===== src/rtl/aes_pkg.sv =====
// Shared AES types, constants and the InvShiftRows byte permutation.
package aes_pkg;

    localparam int unsigned NR_AES128 = 10;
    localparam int unsigned ROUND_W   = 4;

    typedef logic [7:0]       aes_byte_t;
    typedef aes_byte_t [15:0] aes_state_t;   // byte k = [8k+7:8k], row r = bytes 4r..4r+3

    // One beat as stored in the stage registers (state already permuted).
    typedef struct packed {
        aes_state_t          state;
        aes_state_t          key;
        aes_byte_t           rcon;
        logic                empty;
        logic [ROUND_W-1:0]  round_idx;
        logic                last_round;
    } stage_beat_t;

    // Row r is rotated right by r byte positions: o[4r+c] = i[4r + (c-r) mod 4].
    function automatic aes_state_t inv_shift_rows(input aes_state_t s);
        aes_state_t o;
        for (int r = 0; r < 4; r++) begin
            for (int c = 0; c < 4; c++) begin
                o[4'(4 * r + c)] = s[4'(4 * r + ((c + 4 - r) % 4))];
            end
        end
        return o;
    endfunction

endpackage


===== src/rtl/aes_skid_buf.sv =====
// Two-entry valid/ready skid buffer; main drives the outputs, skid absorbs one beat of backpressure.
module aes_skid_buf #(
    parameter int unsigned W = 8
) (
    input  logic         clk,
    input  logic         rst_n,
    input  logic         in_valid,
    output logic         in_ready,
    input  logic [W-1:0] in_data,
    output logic         out_valid,
    input  logic         out_ready,
    output logic [W-1:0] out_data
);

    logic         main_valid_q, main_valid_d;
    logic [W-1:0] main_q,       main_d;
    logic         skid_valid_q, skid_valid_d;
    logic [W-1:0] skid_q,       skid_d;
    logic         accept_c;
    logic         drain_c;

    assign in_ready  = !skid_valid_q;
    assign out_valid = main_valid_q;
    assign out_data  = main_q;
    assign accept_c  = in_valid && !skid_valid_q;
    assign drain_c   = main_valid_q && out_ready;

    // Next-state: refill main from skid first, otherwise from the input; overflow goes to skid.
    always_comb begin
        main_valid_d = main_valid_q;
        main_d       = main_q;
        skid_valid_d = skid_valid_q;
        skid_d       = skid_q;
        if (drain_c) begin
            if (skid_valid_q) begin
                main_d       = skid_q;
                skid_valid_d = 1'b0;
            end else if (accept_c) begin
                main_d       = in_data;
            end else begin
                main_valid_d = 1'b0;
            end
        end else if (accept_c) begin
            if (!main_valid_q) begin
                main_valid_d = 1'b1;
                main_d       = in_data;
            end else begin
                skid_valid_d = 1'b1;
                skid_d       = in_data;
            end
        end
    end

    // Storage registers; reset drops any in-flight beats.
    always_ff @(posedge clk or negedge rst_n) begin
        if (!rst_n) begin
            main_valid_q <= 1'b0;
            main_q       <= '0;
            skid_valid_q <= 1'b0;
            skid_q       <= '0;
        end else begin
            main_valid_q <= main_valid_d;
            main_q       <= main_d;
            skid_valid_q <= skid_valid_d;
            skid_q       <= skid_d;
        end
    end

endmodule


===== src/rtl/inv_shift_row_stage.sv =====
// Registered InvShiftRows stage for AES-128 decryption with 2-entry skid and round tagging.
// Optional: define INV_SHIFT_ROW_KEYROT_EN to rotate key word 3 right by one byte.
module inv_shift_row_stage
    import aes_pkg::*;
#(
    parameter int unsigned NR = NR_AES128
) (
    input  logic         clk,
    input  logic         rst_n,
    input  logic         in_valid,
    output logic         in_ready,
    input  logic [127:0] state_in,
    input  logic [127:0] key_in,
    input  logic [7:0]   rcon_in,
    input  logic         empty_in,
    output logic         out_valid,
    input  logic         out_ready,
    output logic [127:0] state_out,
    output logic [127:0] key_out,
    output logic [7:0]   rcon_out,
    output logic         empty_out,
    output logic [3:0]   round_idx,
    output logic         last_round
);

    localparam int unsigned BEAT_W = $bits(stage_beat_t);
    localparam logic [ROUND_W-1:0] LAST_IDX = ROUND_W'(NR - 1);

    logic [ROUND_W-1:0] cnt_q, cnt_d;
    logic               accept_c;
    aes_state_t         key_c;
    stage_beat_t        beat_in;
    stage_beat_t        beat_out;

    assign accept_c = in_valid && in_ready;

    // Key pass-through, optionally undoing the encrypt-side RotWord on word 3.
    always_comb begin
        key_c = aes_state_t'(key_in);
`ifdef INV_SHIFT_ROW_KEYROT_EN
        key_c[12] = key_in[127:120];
        key_c[13] = key_in[103:96];
        key_c[14] = key_in[111:104];
        key_c[15] = key_in[119:112];
`endif
    end

    // Beat assembly: permute on entry and tag with the current accept count.
    always_comb begin
        beat_in            = '0;
        beat_in.state      = inv_shift_rows(aes_state_t'(state_in));
        beat_in.key        = key_c;
        beat_in.rcon       = rcon_in;
        beat_in.empty      = empty_in;
        beat_in.round_idx  = cnt_q;
        beat_in.last_round = (cnt_q == LAST_IDX);
    end

    // Accept counter next-state: wraps NR-1 -> 0, bubbles included.
    always_comb begin
        cnt_d = cnt_q;
        if (accept_c) begin
            cnt_d = (cnt_q == LAST_IDX) ? '0 : cnt_q + ROUND_W'(1);
        end
    end

    // Accept counter register.
    always_ff @(posedge clk or negedge rst_n) begin
        if (!rst_n) begin
            cnt_q <= '0;
        end else begin
            cnt_q <= cnt_d;
        end
    end

    aes_skid_buf #(
        .W (BEAT_W)
    ) u_skid (
        .clk       (clk),
        .rst_n     (rst_n),
        .in_valid  (in_valid),
        .in_ready  (in_ready),
        .in_data   (beat_in),
        .out_valid (out_valid),
        .out_ready (out_ready),
        .out_data  (beat_out)
    );

    assign state_out  = beat_out.state;
    assign key_out    = beat_out.key;
    assign rcon_out   = beat_out.rcon;
    assign empty_out  = beat_out.empty;
    assign round_idx  = beat_out.round_idx;
    assign last_round = beat_out.last_round;

endmodule


===== config.mk =====
export PLATFORM = sky130hd
export DESIGN_NAME = inv_shift_row_stage
export DESIGN_NICKNAME = d
export VERILOG_FILES = /design/src/rtl/aes_pkg.sv /design/src/rtl/aes_skid_buf.sv /design/src/rtl/inv_shift_row_stage.sv
export SDC_FILE = /design/constraint.sdc
export NUM_CORES = 1
export LEC_CHECK = 0
export ABC_AREA = 1
export CAP_MARGIN = 20
export CORE_AREA = 2 2 210 212
export DETAILED_ROUTE_END_ITERATION = 7
export DIE_AREA = 0 0 212 214
export PLACE_DENSITY = 0.83
export SETUP_SLACK_MARGIN = 0.2
export SLEW_MARGIN = 20
export SYNTH_ARGS = -nofsm -noshare
export SYNTH_HDL_FRONTEND = slang
export SYNTH_SLANG_ARGS = --single-unit

===== constraint.sdc =====
create_clock -name clk -period 3.2 [get_ports clk]
set_input_delay 0.64 -clock clk [delete_from_list [all_inputs] [get_ports clk]]
set_output_delay 0.64 -clock clk [all_outputs]
set_load 0.01 [all_outputs]

---- After elaboration in Yosys (flattened, before gate mapping) ----
Cells that the tools add are included.
cells by class
  reductions and logical operators ........ 10
  equal/unequal tests ..................... 4
  $add $sub $neg .......................... 1
  bitwise logic cells ..................... 1
  multiplexer cells ....................... 13
operators with widths
  kind                   count
  $mux W270              3
  $mux W206              2
  $reduce_and A3 Y1      3
  $mux W1                7
  $ne A2 B2 Y1 const B   3
  $reduce_bool A2 Y1     3
  $add A4 B1 Y4 const B  1
  $eq A4 B4 Y1 const B   1
  $mux W4                1
  $logic_and A1 B1 Y1    2
  $reduce_and A2 Y1      1
  $logic_not A1 Y1       1
  $not A1 Y1             1
storage, ports and cells
  output and inout bits ................... 272
  register bits ........................... 482

---- Depth between registers and ports, before layout ----
  depth after elaboration ................. 5
  mapped depth ............................ 9
  gate-level depth less buffers ........... 7

---- Hierarchy ----
From an unflattened synthesis, not the netlist that was laid out.
unflattened totals
  cell total of the unflattened synthesis .. 3253
  area total of the unflattened synthesis .. 25011.5 um2
modules (own cells, without submodules)
  module               instances  area each (um2)  seq. area each (um2)  cells each
  aes_skid_buf         1          24796.3          13563.0               3223
  inv_shift_row_stage  1          215.2            100.1                 30

---- Least setup slack after synthesis ----
OpenSTA, ideal clock, no wires.
  path kind ............................... input port to flip-flop
  from .................................... in out_ready
  to ...................................... reg u_skid.main_q[136], in the netlist u_skid.out_data[136]
  path slack .............................. 1.596 ns
  arrival time ............................ 1.539 ns
  cell stages on the path ................. 7
  required time ........................... 3.135 ns
  cells stage by stage .................... nand3_2 > clkbuf_1 > clkbuf_1 > nand2_1 > nand2_1 > nand2_1 > nand2_1
between the ends
  cells in the longest elaborated chain, start to end .. 3
  elaborated cells between the ends (all ways) .. 5
  classes of those cells .................. 1 x eq/ne; 1 x mux; 3 x reduce/logical
RTL lines
  element                                                       RTL line                   RTL
  from (decl)                                                   inv_shift_row_stage.sv:17  input logic out_ready,
  $logic_and A1 B1 Y1 (*)                                       aes_skid_buf.sv:26         assign drain_c = main_valid_q && out_ready;
  $ne A2 B2 Y1 (no line) or $reduce_bool A2 Y1 (tied branches)  -
  $reduce_and A3 Y1 (no line)                                   -
  to (signal assigned)                                          aes_skid_buf.sv:63         main_q <= main_d;
  to (decl)                                                     aes_skid_buf.sv:16         logic [W-1:0] main_q, main_d;
Mark *: on every way between the ends. The rest lies on a longest branch, timed or not.
A chain may end at the register's enable or synchronous reset.

---- Worst setup path in the final report ----
  from .................................... reg u_skid.skid_valid_q
  to ...................................... out in_ready
between the ends
  cells in the longest elaborated chain, start to end .. 1
RTL lines
  element                 RTL line                   RTL
  from (decl)             aes_skid_buf.sv:17         logic skid_valid_q, skid_valid_d;
  from (signal assigned)  aes_skid_buf.sv:64         skid_valid_q <= skid_valid_d;
  $logic_not A1 Y1        aes_skid_buf.sv:22         assign in_ready = !skid_valid_q;
  to (decl)               inv_shift_row_stage.sv:11  output logic in_ready,
No other way between the ends.

==> metrics.cfg <==
[timing]
fmax_ghz=0.4333
setup_viol=0
fin_ws_ns=0.8919
layout_worst_path_cycle_share=0.7213
hold_viol_final=0
rsz0062_at_grt=no
worstMarginPinSlew_ns=0.9023
fin_crit_ns=2.308
fin_skew_ns=0.02940
whs_ns=0.03032
final.setup.tns_ns=0
drv_slew=0
slew_headroom=0.3984

[final_layout]
drive_gt1_frac=0.03933
nFillCells=3677
fin_nets=3108
syn2layout_area_growth_pct=32.57
fin_util=0.5768

[floorplan]
die_w_um=212
die-area_um2=45370
fp.dieH_um=214
core_area_um2=42890
rows=76
io_pins=541
initial_core_util=0.4351

[grt]
grt_pass1_vias=15550
grt_max_degree=119
grt_pass1_wl_um=81580
grt_overflow=0
antenna_found_initial=3
track_usage=0.2238

[clocking]
cts_hold_buf=0
clk_pin_slew_worst_paths_ns=0.06
numCtsBuffers=45
clkSinkCount=418
post_cts_buffers=0
cts_root_buf=clkbuf_16
htree_levels=2
ctsResizeCount=0
insertion_delay_ns=0.57
cts_buffer_depth=3
cts_tree=yes

[route]
post_drt_via_cell_ratio=4.708
top_layer_used=met4
wirelength_um=51260
wl_met3_um=3397
drc_errors=0
first_iter_violations=1425
wl_per_cell_um=14.81
wl_met1_um=20910
antenna_left=0
dr_wl_met2_um=24620
drt_pass1_iterations=5
vias=16290

[worst_setup_path]
critical_path_class=flip-flop to primary output
required_ns=2.56
crit_path_max_incr_delay_ns=0.59
start_kind=flip-flop
cp_max_fo=5
cp_slowest_cell=clkdlybuf4s50_1
cp_cell_sequence=inv_2 -> clkdlybuf4s50_1
arrival_ns=1.67
worstSetupEndpointType=primary output

[synthesis]
ys_seq_area_frac=0.5606
synth_cells=2480
ys_types=15
syn_area_per_cell_um2=7.524
ys_seq_elements=418
synth_area_um2=18660
yosysWarnings=0

[power_and_ir_drop]
power_w=0.02319
ir_drop_mv=0.6344
cellLeakagePower_nw=13.18
p_per_area_nw_per_um2=937.5

[placed_design]
place_ws_ns=0.5836
hpwlAfterDp_um=32400
place_congestion=0.8285
portBuffers=412

[job]
maxCapViolations=0

[run_status]
status=completed

[worst_hold_path]
holdCritPathClass=input port to async pin

==> kinds of logic after synthesis <==
group,share of synthesized area
flops,0.5606
compound gates,0.01556
buf+inv,0.06612
simple gates,0.3566
other cells,0.0002010
xor+xnor,0.0009389
==> flip-flops by register name, indices dropped and copies added (netlist names) <==
name                 cells
u_skid.skid_valid_q      1
u_skid.out_data        206
u_skid.skid_q          206
cnt_q                    4
u_skid.out_valid         1
==> metrics by stage <==
step / std cells / area, um2
after floorplan: 2543 / 18900
after global placement: 3377 / 23180
after detailed placement: 3377 / 23180
after CTS: 3458 / 24730
after global routing: 3461 / 24740
final: 3461 / 24740
==> cells in the final DEF (no fill, tap or decap), drive strengths merged <==
| master | synthesis | final |
|---|---|---|
| bufinv | 0 | 6 |
| nand3 | 6 | 6 |
| inv | 36 | 38 |
| o21ai | 58 | 58 |
| dfrtp | 418 | 418 |
| clkbuf | 39 | 64 |
| diode | 0 | 3 |
| conb | 1 | 64 |
| nor2 | 7 | 7 |
| clkinv | 0 | 9 |
| xor2 | 2 | 2 |
| buf | 158 | 35 |
| nand2 | 1755 | 1755 |
| clkdlybuf4s50 | 0 | 411 |
==> critical path, delay by kind of cell, from the launching register on <==
family   cells  cell delay [ns]
flops        1             0.45
buf+inv      2             0.68
==> per-layer routing <==
metal / vias to the layer above / global-route usage
met5: - / 0
met4: 0 / 0.1115
met3: 138 / 0.04325
met2: 564 / 0.3652
met1: 7571 / 0.2842
li1: 8021 / -
==> power by group <==
part	leakage (nW)	total, W	switching [W]	internal, W
combinational	7.22	0.00856	0.00466	0.00390
clock	0.765	0.00546	0.00215	0.00331
sequential	5.19	0.00917	0.00138	0.00779
total	13.2	0.0232	0.00818	0.0150
==> final timing paths <==
check | from | endpoint | slack (ns) | depth (start not counted)
hold reg to reg | u_skid.skid_q[7] | u_skid.skid_q[7] | 0.47 | 2
setup / recovery | u_skid.skid_valid_q | in_ready | 0.89 | 2
setup reg to reg | u_skid.out_valid | u_skid.skid_q[96] | 1.29 | 5
max in group asynchronous | rst_n | u_skid.out_data[14] | 2.21 | 3
hold / removal | rst_n | u_skid.skid_q[158] | 0.03 | 1
min in group clk | u_skid.skid_q[7] | u_skid.skid_q[7] | 0.47 | 2
==> cells in the mapped netlist <==
master | n | area, um2
nand2_1 | 1753 | 6580
dfrtp_1 | 418 | 10460
buf_2 | 89 | 445.4
buf_4 | 66 | 495.5
o21ai_0 | 58 | 290.3
clkbuf_1 | 39 | 146.4
inv_1 | 32 | 120.1
nor2_1 | 7 | 26.28
nand3_1 | 5 | 25.02
inv_2 | 4 | 15.01
buf_1 | 3 | 11.26
nand2_2 | 2 | 12.51
xor2_1 | 2 | 17.52
conb_1 | 1 | 3.750
nand3_2 | 1 | 10.01
==> final cells by class <==
class                           count  area, um2  area share
Antenna cell                        3      7.507   0.0003035
Clock buffer                       64       1300     0.05255
Clock inverter                     17      246.5    0.009965
Inverter                           36      150.1    0.006070
Multi-Input combinational cell   1892       7231      0.2923
Sequential cell                   418      10460      0.4229
Tap cell                          585      732.0     0.02959
Timing Repair Buffer              446       4609      0.1863
(Power assumes the default switching activity.)
